$ cat src/rtl/uart_pkg.sv
// Shared UART definitions: FSM state codes (common with the transmitter) and default bit timing.
package uart_pkg;

    localparam int CLK_PER_BIT_DEFAULT = 32;

    typedef enum logic [2:0] {
        IDLE   = 3'b000,
        START  = 3'b001,
        DATA   = 3'b010,
        STOP   = 3'b011,
        RESYNC = 3'b100
    } uart_state_e;

endpackage

$ cat src/rtl/uart_sync2.sv
// Two-flop synchroniser for an asynchronous input.
// Both flops reset to 1 so that an idle-high line is seen as idle.
module uart_sync2 (
    input  logic clk,
    input  logic rst_n,
    input  logic d,
    output logic q
);

    logic meta_q, meta_d;
    logic sync_q, sync_d;

    always_comb begin
        meta_d = d;
        sync_d = meta_q;
    end

    always_ff @(posedge clk or negedge rst_n) begin
        if (!rst_n) begin
            meta_q <= 1'b1;
            sync_q <= 1'b1;
        end else begin
            meta_q <= meta_d;
            sync_q <= sync_d;
        end
    end

    assign q = sync_q;

endmodule

$ cat src/rtl/uart_receiver.sv
// 8N1 UART receiver, LSB first: start-bit qualification at mid-bit, data and stop sampling
// one bit period apart, one-cycle valid / framing-error pulses.
//
// state  | meaning
// IDLE   | line idle, waiting for a low level on rx_sync
// START  | timing to the middle of the start bit to reject glitches
// DATA   | sampling eight data bits, one per Clk_per_bit cycles
// STOP   | sampling the stop bit; good frame or framing error
// RESYNC | waiting for the line to return high before re-arming
module uart_receiver
    import uart_pkg::*;
#(
    parameter int Clk_per_bit = CLK_PER_BIT_DEFAULT
) (
    input  logic       MasterClk,
    input  logic       MasterRst_n,
    input  logic       rx_serial,
    output logic       rx_active,
    output logic       rx_datavalid,
    output logic [7:0] Received_Byte,
    output logic       framing_error
);

    localparam logic [7:0] HALF_CNT = 8'((Clk_per_bit - 1) / 2);
    localparam logic [7:0] LAST_CNT = 8'(Clk_per_bit - 1);

    logic        rx_sync;
    uart_state_e state_q, state_d;
    logic [7:0]  cnt_q, cnt_d;
    logic [2:0]  idx_q, idx_d;
    logic [7:0]  shift_q, shift_d;
    logic [7:0]  byte_q, byte_d;
    logic        active_q, active_d;
    logic        valid_q, valid_d;
    logic        ferr_q, ferr_d;

    uart_sync2 u_sync (
        .clk   (MasterClk),
        .rst_n (MasterRst_n),
        .d     (rx_serial),
        .q     (rx_sync)
    );

    always_comb begin
        state_d  = state_q;
        cnt_d    = cnt_q;
        idx_d    = idx_q;
        shift_d  = shift_q;
        byte_d   = byte_q;
        active_d = active_q;
        valid_d  = 1'b0;
        ferr_d   = 1'b0;
        case (state_q)
            IDLE: begin
                cnt_d = 8'd0;
                idx_d = 3'd0;
                if (!rx_sync) begin
                    state_d  = START;
                    active_d = 1'b1;
                end
            end
            START: begin
                if (cnt_q == HALF_CNT) begin
                    cnt_d = 8'd0;
                    if (!rx_sync) begin
                        state_d = DATA;
                    end else begin
                        active_d = 1'b0;
                        state_d  = IDLE;
                    end
                end else begin
                    cnt_d = cnt_q + 8'd1;
                end
            end
            DATA: begin
                if (cnt_q == LAST_CNT) begin
                    cnt_d          = 8'd0;
                    shift_d[idx_q] = rx_sync;
                    if (idx_q == 3'd7) begin
                        idx_d   = 3'd0;
                        state_d = STOP;
                    end else begin
                        idx_d = idx_q + 3'd1;
                    end
                end else begin
                    cnt_d = cnt_q + 8'd1;
                end
            end
            STOP: begin
                if (cnt_q == LAST_CNT) begin
                    cnt_d    = 8'd0;
                    active_d = 1'b0;
                    state_d  = RESYNC;
                    if (rx_sync) begin
                        byte_d  = shift_q;
                        valid_d = 1'b1;
                    end else begin
                        ferr_d = 1'b1;
                    end
                end else begin
                    cnt_d = cnt_q + 8'd1;
                end
            end
            // A break (line held low) must not look like a new start bit.
            RESYNC: begin
                if (rx_sync) begin
                    state_d = IDLE;
                end
            end
            default: begin
                state_d  = IDLE;
                cnt_d    = 8'd0;
                idx_d    = 3'd0;
                active_d = 1'b0;
            end
        endcase
    end

    always_ff @(posedge MasterClk or negedge MasterRst_n) begin
        if (!MasterRst_n) begin
            state_q  <= IDLE;
            cnt_q    <= 8'd0;
            idx_q    <= 3'd0;
            shift_q  <= 8'd0;
            byte_q   <= 8'd0;
            active_q <= 1'b0;
            valid_q  <= 1'b0;
            ferr_q   <= 1'b0;
        end else begin
            state_q  <= state_d;
            cnt_q    <= cnt_d;
            idx_q    <= idx_d;
            shift_q  <= shift_d;
            byte_q   <= byte_d;
            active_q <= active_d;
            valid_q  <= valid_d;
            ferr_q   <= ferr_d;
        end
    end

    assign rx_active     = active_q;
    assign rx_datavalid  = valid_q;
    assign Received_Byte = byte_q;
    assign framing_error = ferr_q;

endmodule
$ cat config.mk
export PLATFORM = sky130hd
export DESIGN_NAME = uart_receiver
export DESIGN_NICKNAME = d
export VERILOG_FILES = /design/src/rtl/uart_pkg.sv /design/src/rtl/uart_sync2.sv /design/src/rtl/uart_receiver.sv
export SDC_FILE = /design/constraint.sdc
export NUM_CORES = 1
export LEC_CHECK = 0
export CAP_MARGIN = 20
export CELL_PAD_IN_SITES_DETAIL_PLACEMENT = 0
export CELL_PAD_IN_SITES_GLOBAL_PLACEMENT = 1
export CORE_ASPECT_RATIO = 1.25
export CORE_MARGIN = 2
export CORE_UTILIZATION = 45
export DETAILED_ROUTE_END_ITERATION = 12
export PLACE_DENSITY = 0.74
export SYNTH_ARGS = -nofsm -noshare
export SYNTH_HDL_FRONTEND = slang
export SYNTH_SLANG_ARGS = --single-unit
$ cat constraint.sdc
create_clock -name MasterClk -period 2.4 [get_ports MasterClk]
set_input_delay 0.48 -clock MasterClk [delete_from_list [all_inputs] [get_ports MasterClk]]
set_output_delay 0.48 -clock MasterClk [all_outputs]
set_load 0.02 [all_outputs]
== After elaboration in Yosys (flattened, before gate mapping) ==
Index checks and enable logic that the tools add are counted.
Word-level totals
  register bits: 35
  output and inout bits: 11
  input bits: 3
  logic and storage cells: 68
Cells by class
  bitwise logic cells: 2
  $lt $le $gt $ge: 2
  $add $sub $neg: 2
  muxes and demuxes: 28
  reduce and logical (&&, ||, !) cells: 10
  equal/unequal tests: 14
Operators by type and width (count)
  3-bit two-way mux: 8
  8-bit one-hot mux with 3 select lines: 1
  8-bit two-way mux: 2
  3-bit one-hot mux with 5 select lines: 1
  1-bit two-way mux: 11
  2-bit inequality test, second input constant: 5
  8-bit by 1-bit adder with 8-bit output, second input constant: 1
  8-bit bitwise mux: 1
  8-bit by 4-bit equality test with 1-bit output, second input constant: 1
  8-bit by 5-bit equality test with 1-bit output, second input constant: 1
  3-bit by 2-bit equality test with 1-bit output, second input constant: 2
  3-bit equality test, second input constant: 2
  3-bit one-hot mux with 2 select lines: 1
  6-bit AND reduction: 1
  5-bit AND reduction: 1
  3-bit by 4-bit less-than comparator with 1-bit output, second input constant: 1
  2-bit by 1-bit inequality test with 1-bit output, second input constant: 2
  1-bit one-hot mux with 4 select lines: 1
  2-bit AND reduction: 2
  2-bit OR reduction: 2
  3-bit by 1-bit adder with 3-bit output, second input constant: 1
  1-bit demux with 3-bit select: 1
  3-bit by 1-bit equality test with 1-bit output, second input constant: 1
  3-bit by 1-bit greater-or-equal comparator with 1-bit output, second input constant: 1
  6 further kinds: 7

== Logic depth before layout (Yosys ltp) ==
  word-level depth: 5
  gate-level depth with buffers: 5
  mapped depth without buffers: 5

== Cells and area by module ==
A second synthesis with hierarchy kept.
Unflattened totals
  cells, all modules: 148
  area total of the unflattened synthesis: 1674.1 um2
Modules (own cells, without submodules)
  uart_receiver: times used 1, cells each 146, sequential area each 825.8 um2, area each 1621.6 um2
  uart_sync2: times used 1, cells each 2, sequential area each 52.6 um2, area each 52.6 um2

== Worst setup path before layout ==
No wires, ideal clock.
  path kind: register to register
  start point: register cnt_q[0]
  end point: register cnt_q[7]
  required time: 2.331 ns
  data arrival time: 1.821 ns
  setup slack: 0.511 ns
  stages on the path, launching flop included: 6
  setup time: 0.069 ns
  buffers on the path: 0
  clock period less this slack: 1.889 ns
  path through: dfrtp_1 ha_1 and3_1 a311o_1 or4_1 nand3_1
On the way
  longest elaborated chain between the ends: 3
  elaborated cells on any way between the ends: 6
  classes of those cells: 1 x add/sub; 2 x eq/ne; 3 x mux
Ends and longest elaborated chain
  start, declared: RTL line uart_receiver.sv:29  | logic [7:0] cnt_q, cnt_d;
  start signal, assigned: RTL line uart_receiver.sv:131  | cnt_q <= cnt_d;
  8-bit by 1-bit adder with 8-bit output (tied with other cells): RTL line uart_receiver.sv:72, uart_receiver.sv:86, uart_receiver.sv:101
  8-bit two-way mux, on equally long branches: RTL line uart_receiver.sv:76, uart_receiver.sv:90, uart_receiver.sv:63
  8-bit one-hot mux with 3 select lines (*): RTL line uart_receiver.sv:53  | case (state_q)
Mark *: on every way between the ends. The rest lies on a longest branch, timed or not.
A chain may end at the register's enable or synchronous reset.

== Worst setup path after layout ==
Same ends and word-level chain as after synthesis.

==> results.json <==
{
  "drive_gt1_share_pct": 19.7,
  "cp_top_family": "simple AND/OR/NAND/NOR gates",
  "fp.coreArea_um2": 3720,
  "crit_buf_inv": 0,
  "routed_wl_um": 3420,
  "die_area_um2": 4320,
  "yosys.area.top_type": "dfrtp_1",
  "worstSetupStartpointType": "register",
  "grt_pass1_vias": 1261,
  "grt_max_degree": 36,
  "crit_arrival_ns": 2.24,
  "rsz0062_at_grt": "false",
  "synth_cells": 153,
  "drt-initial-drc-count": 38,
  "diodes": 0,
  "cts_inserted_buffers": 5,
  "rows": 25,
  "period_minus_slack_ns": 2.02,
  "postCtsResizedCells": 0,
  "drc": 0,
  "max_freq_mhz": 496,
  "syn-cell-area_um2": 1710,
  "status": "finished clean",
  "fillers": 339,
  "ys_seq_area_share_pct": 51.3,
  "post-dp-hpwl_um": 2430,
  "ios": 14,
  "crit_fanout": 6,
  "fin_hold_ws_ns": 0.360,
  "die_y_um": 73.0,
  "p_leak_nw": 0.885,
  "max-clock-path-buffers": 2,
  "synth_most_common_cell": "dfrtp_1",
  "antenna_found_initial": 0,
  "synth_seq_cells": 35,
  "worstPathRequired_ns": 2.63,
  "die_w_um": 59.2,
  "syn_to_final_growth_pct": 16.3,
  "ys_async_sr_fraction_pct": 100,
  "final.setup.tns_ns": 0,
  "dr.pass1.iters": 4,
  "place_congestion": 0.765,
  "synth_edf_count": 0,
  "cp_slowest_cell": "or4_1",
  "cp_slowest_stage_delay_ns": 0.51,
  "ys_types": 44,
  "start_util_pct": 46.0,
  "synth_common_cells": "dfrtp_1 (33), mux2_2 (16), nand2_1 (10), nand3_1 (10), nor3_1 (7)",
  "ys_warn_count": 0,
  "setup_violations": 0,
  "port_buffers": 13,
  "vias": 1282,
  "clock-sinks": 35,
  "max-slew-margin-rel_pct": 65.2,
  "viasPerCell": 6.02,
  "yosys-top-cells-area": "dfrtp_1 (48%), mux2_2 (11%), dfstp_2 (3.1%)",
  "regToRegSetupSlack_ns": 0.38,
  "fin_skew_ns": 0.00564,
  "htree_levels": 2,
  "clkTransAtPathRegs_ns": 0.07,
  "ys.flop_type": "dfrtp_1",
  "grt_overflow": 0,
  "track_usage_pct": 17.9,
  "fin_crit_sh_pct": 84.0,
  "crit_path_end_kind": "register",
  "clock_latency_ns": 0.29,
  "maxCapViolCount": 0,
  "grt_pass1_wl_um": 5760,
  "synth_top_area_share_pct": 48.2,
  "worstMarginPinSlew_ns": 0.520,
  "power.total_mw": 1.63,
  "ir_drop_v": 0.000409,
  "hold_class": "reg2reg",
  "powerDensity_nw_per_um2": 821,
  "worstSetupPathType": "reg2reg",
  "cts_root_buf": "clkbuf_8",
  "cts_hold_buf": 0,
  "final_nets": 178,
  "tritoncts": "done",
  "drtAntennaViolNets": 0,
  "cts_setup_buffers": 0,
  "syn_nets": 159,
  "regArea_um2": 878,
  "multi_input_area_um2": 787,
  "crit_chain": "ha_1 -> and3_1 -> a311o_1 -> or4_1 -> nand3_1",
  "avgSynthCellArea_um2": 11.2,
  "final_max_slew_viol_count": 0,
  "routedWlPerCell_um": 16.1,
  "hold_violations": 0
}
[flip-flops by register name (all words and copies together), names as in the netlist]
signal	flops
idx_q	3
u_sync.q	1
rx_datavalid	1
shift_q	8
u_sync.meta_q	1
state_q	3
framing_error	1
cnt_q	8
Received_Byte	8
rx_active	1
[through the flow]
| step | util [%] | setup WS (ns) | instance area (um^2) | std cells |
|---|---|---|---|---|
| after floorplan | - | 0.511 | 1710 | 153 |
| after global placement | 51.2 | 0.446 | 1910 | 205 |
| after detailed placement | 51.2 | 0.399 | 1910 | 205 |
| final | 53.5 | 0.383 | 1990 | 213 |
| after global routing | 53.5 | 0.254 | 1990 | 213 |
| after CTS | 53.5 | 0.375 | 1990 | 213 |
[path summary, 6_finish.rpt]
check | start | to | cells past startpoint
hold reg to reg | u_sync.meta_q | u_sync.q | 0
min in group asynchronous | MasterRst_n | framing_error | 2
max in group asynchronous | MasterRst_n | u_sync.q | 2
setup / recovery | cnt_q[0] | cnt_q[7] | 5
hold / removal | u_sync.meta_q | u_sync.q | 0
setup reg to reg | cnt_q[0] | cnt_q[7] | 5
[routing by layer]
metal / share of wire (%) / vias up / track usage, % / wire length [um]
li1: - / 607 / - / -
met5: 0 / - / 0 / 0
met1: 44 / 651 / 22.0 / 1520
met3: 2.7 / 4 / 4.79 / 94
met4: 1.2 / 0 / 6.06 / 40
met2: 52 / 20 / 30.0 / 1770
[kinds of logic after synthesis]
logic type | Yosys count | synth area share (%)
DFF | 35 | 51.3
muxes | 17 | 11.1
AOI/OAI and AO/OA | 26 | 11.3
adders and majority gates | 3 | 2.19
buffers and inverters | 12 | 2.70
xor gates and xnor gates | 2 | 1.02
and+or+nand+nor | 58 | 20.3
[area by class of cell]
type / count / share of cell area (%)
Clock inverter: 2 / 0.629
Clock buffer: 6 / 3.65
Multi-Input combinational cell: 106 / 39.5
Sequential cell: 35 / 44.1
Inverter: 6 / 1.13
Timing Repair Buffer: 18 / 8.42
Tap cell: 40 / 2.51
[cell usage in the layout (no fill, tap or decap), drive strengths merged, types with 5 or more instances in the layout]
master | Yosys | routed
dfrtp | 33 | 33
mux2 | 16 | 16
clkdlybuf4s50 | 0 | 13
nand3 | 11 | 11
nand2 | 10 | 10
nor3 | 8 | 8
inv | 6 | 6
nor4 | 6 | 6
clkbuf | 5 | 6
nor2 | 5 | 5
o21ai | 5 | 5
buf | 1 | 5
and3 | 5 | 5
[report_power, final]
| group | switching [mW] | internal, mW | total [mW] |
|---|---|---|---|
| Sequential | 0.135 | 0.664 | 0.800 |
| Clock | 0.216 | 0.203 | 0.419 |
| Combinational | 0.225 | 0.191 | 0.415 |
| Total | 0.576 | 1.06 | 1.63 |
(Power assumes the default switching activity.)
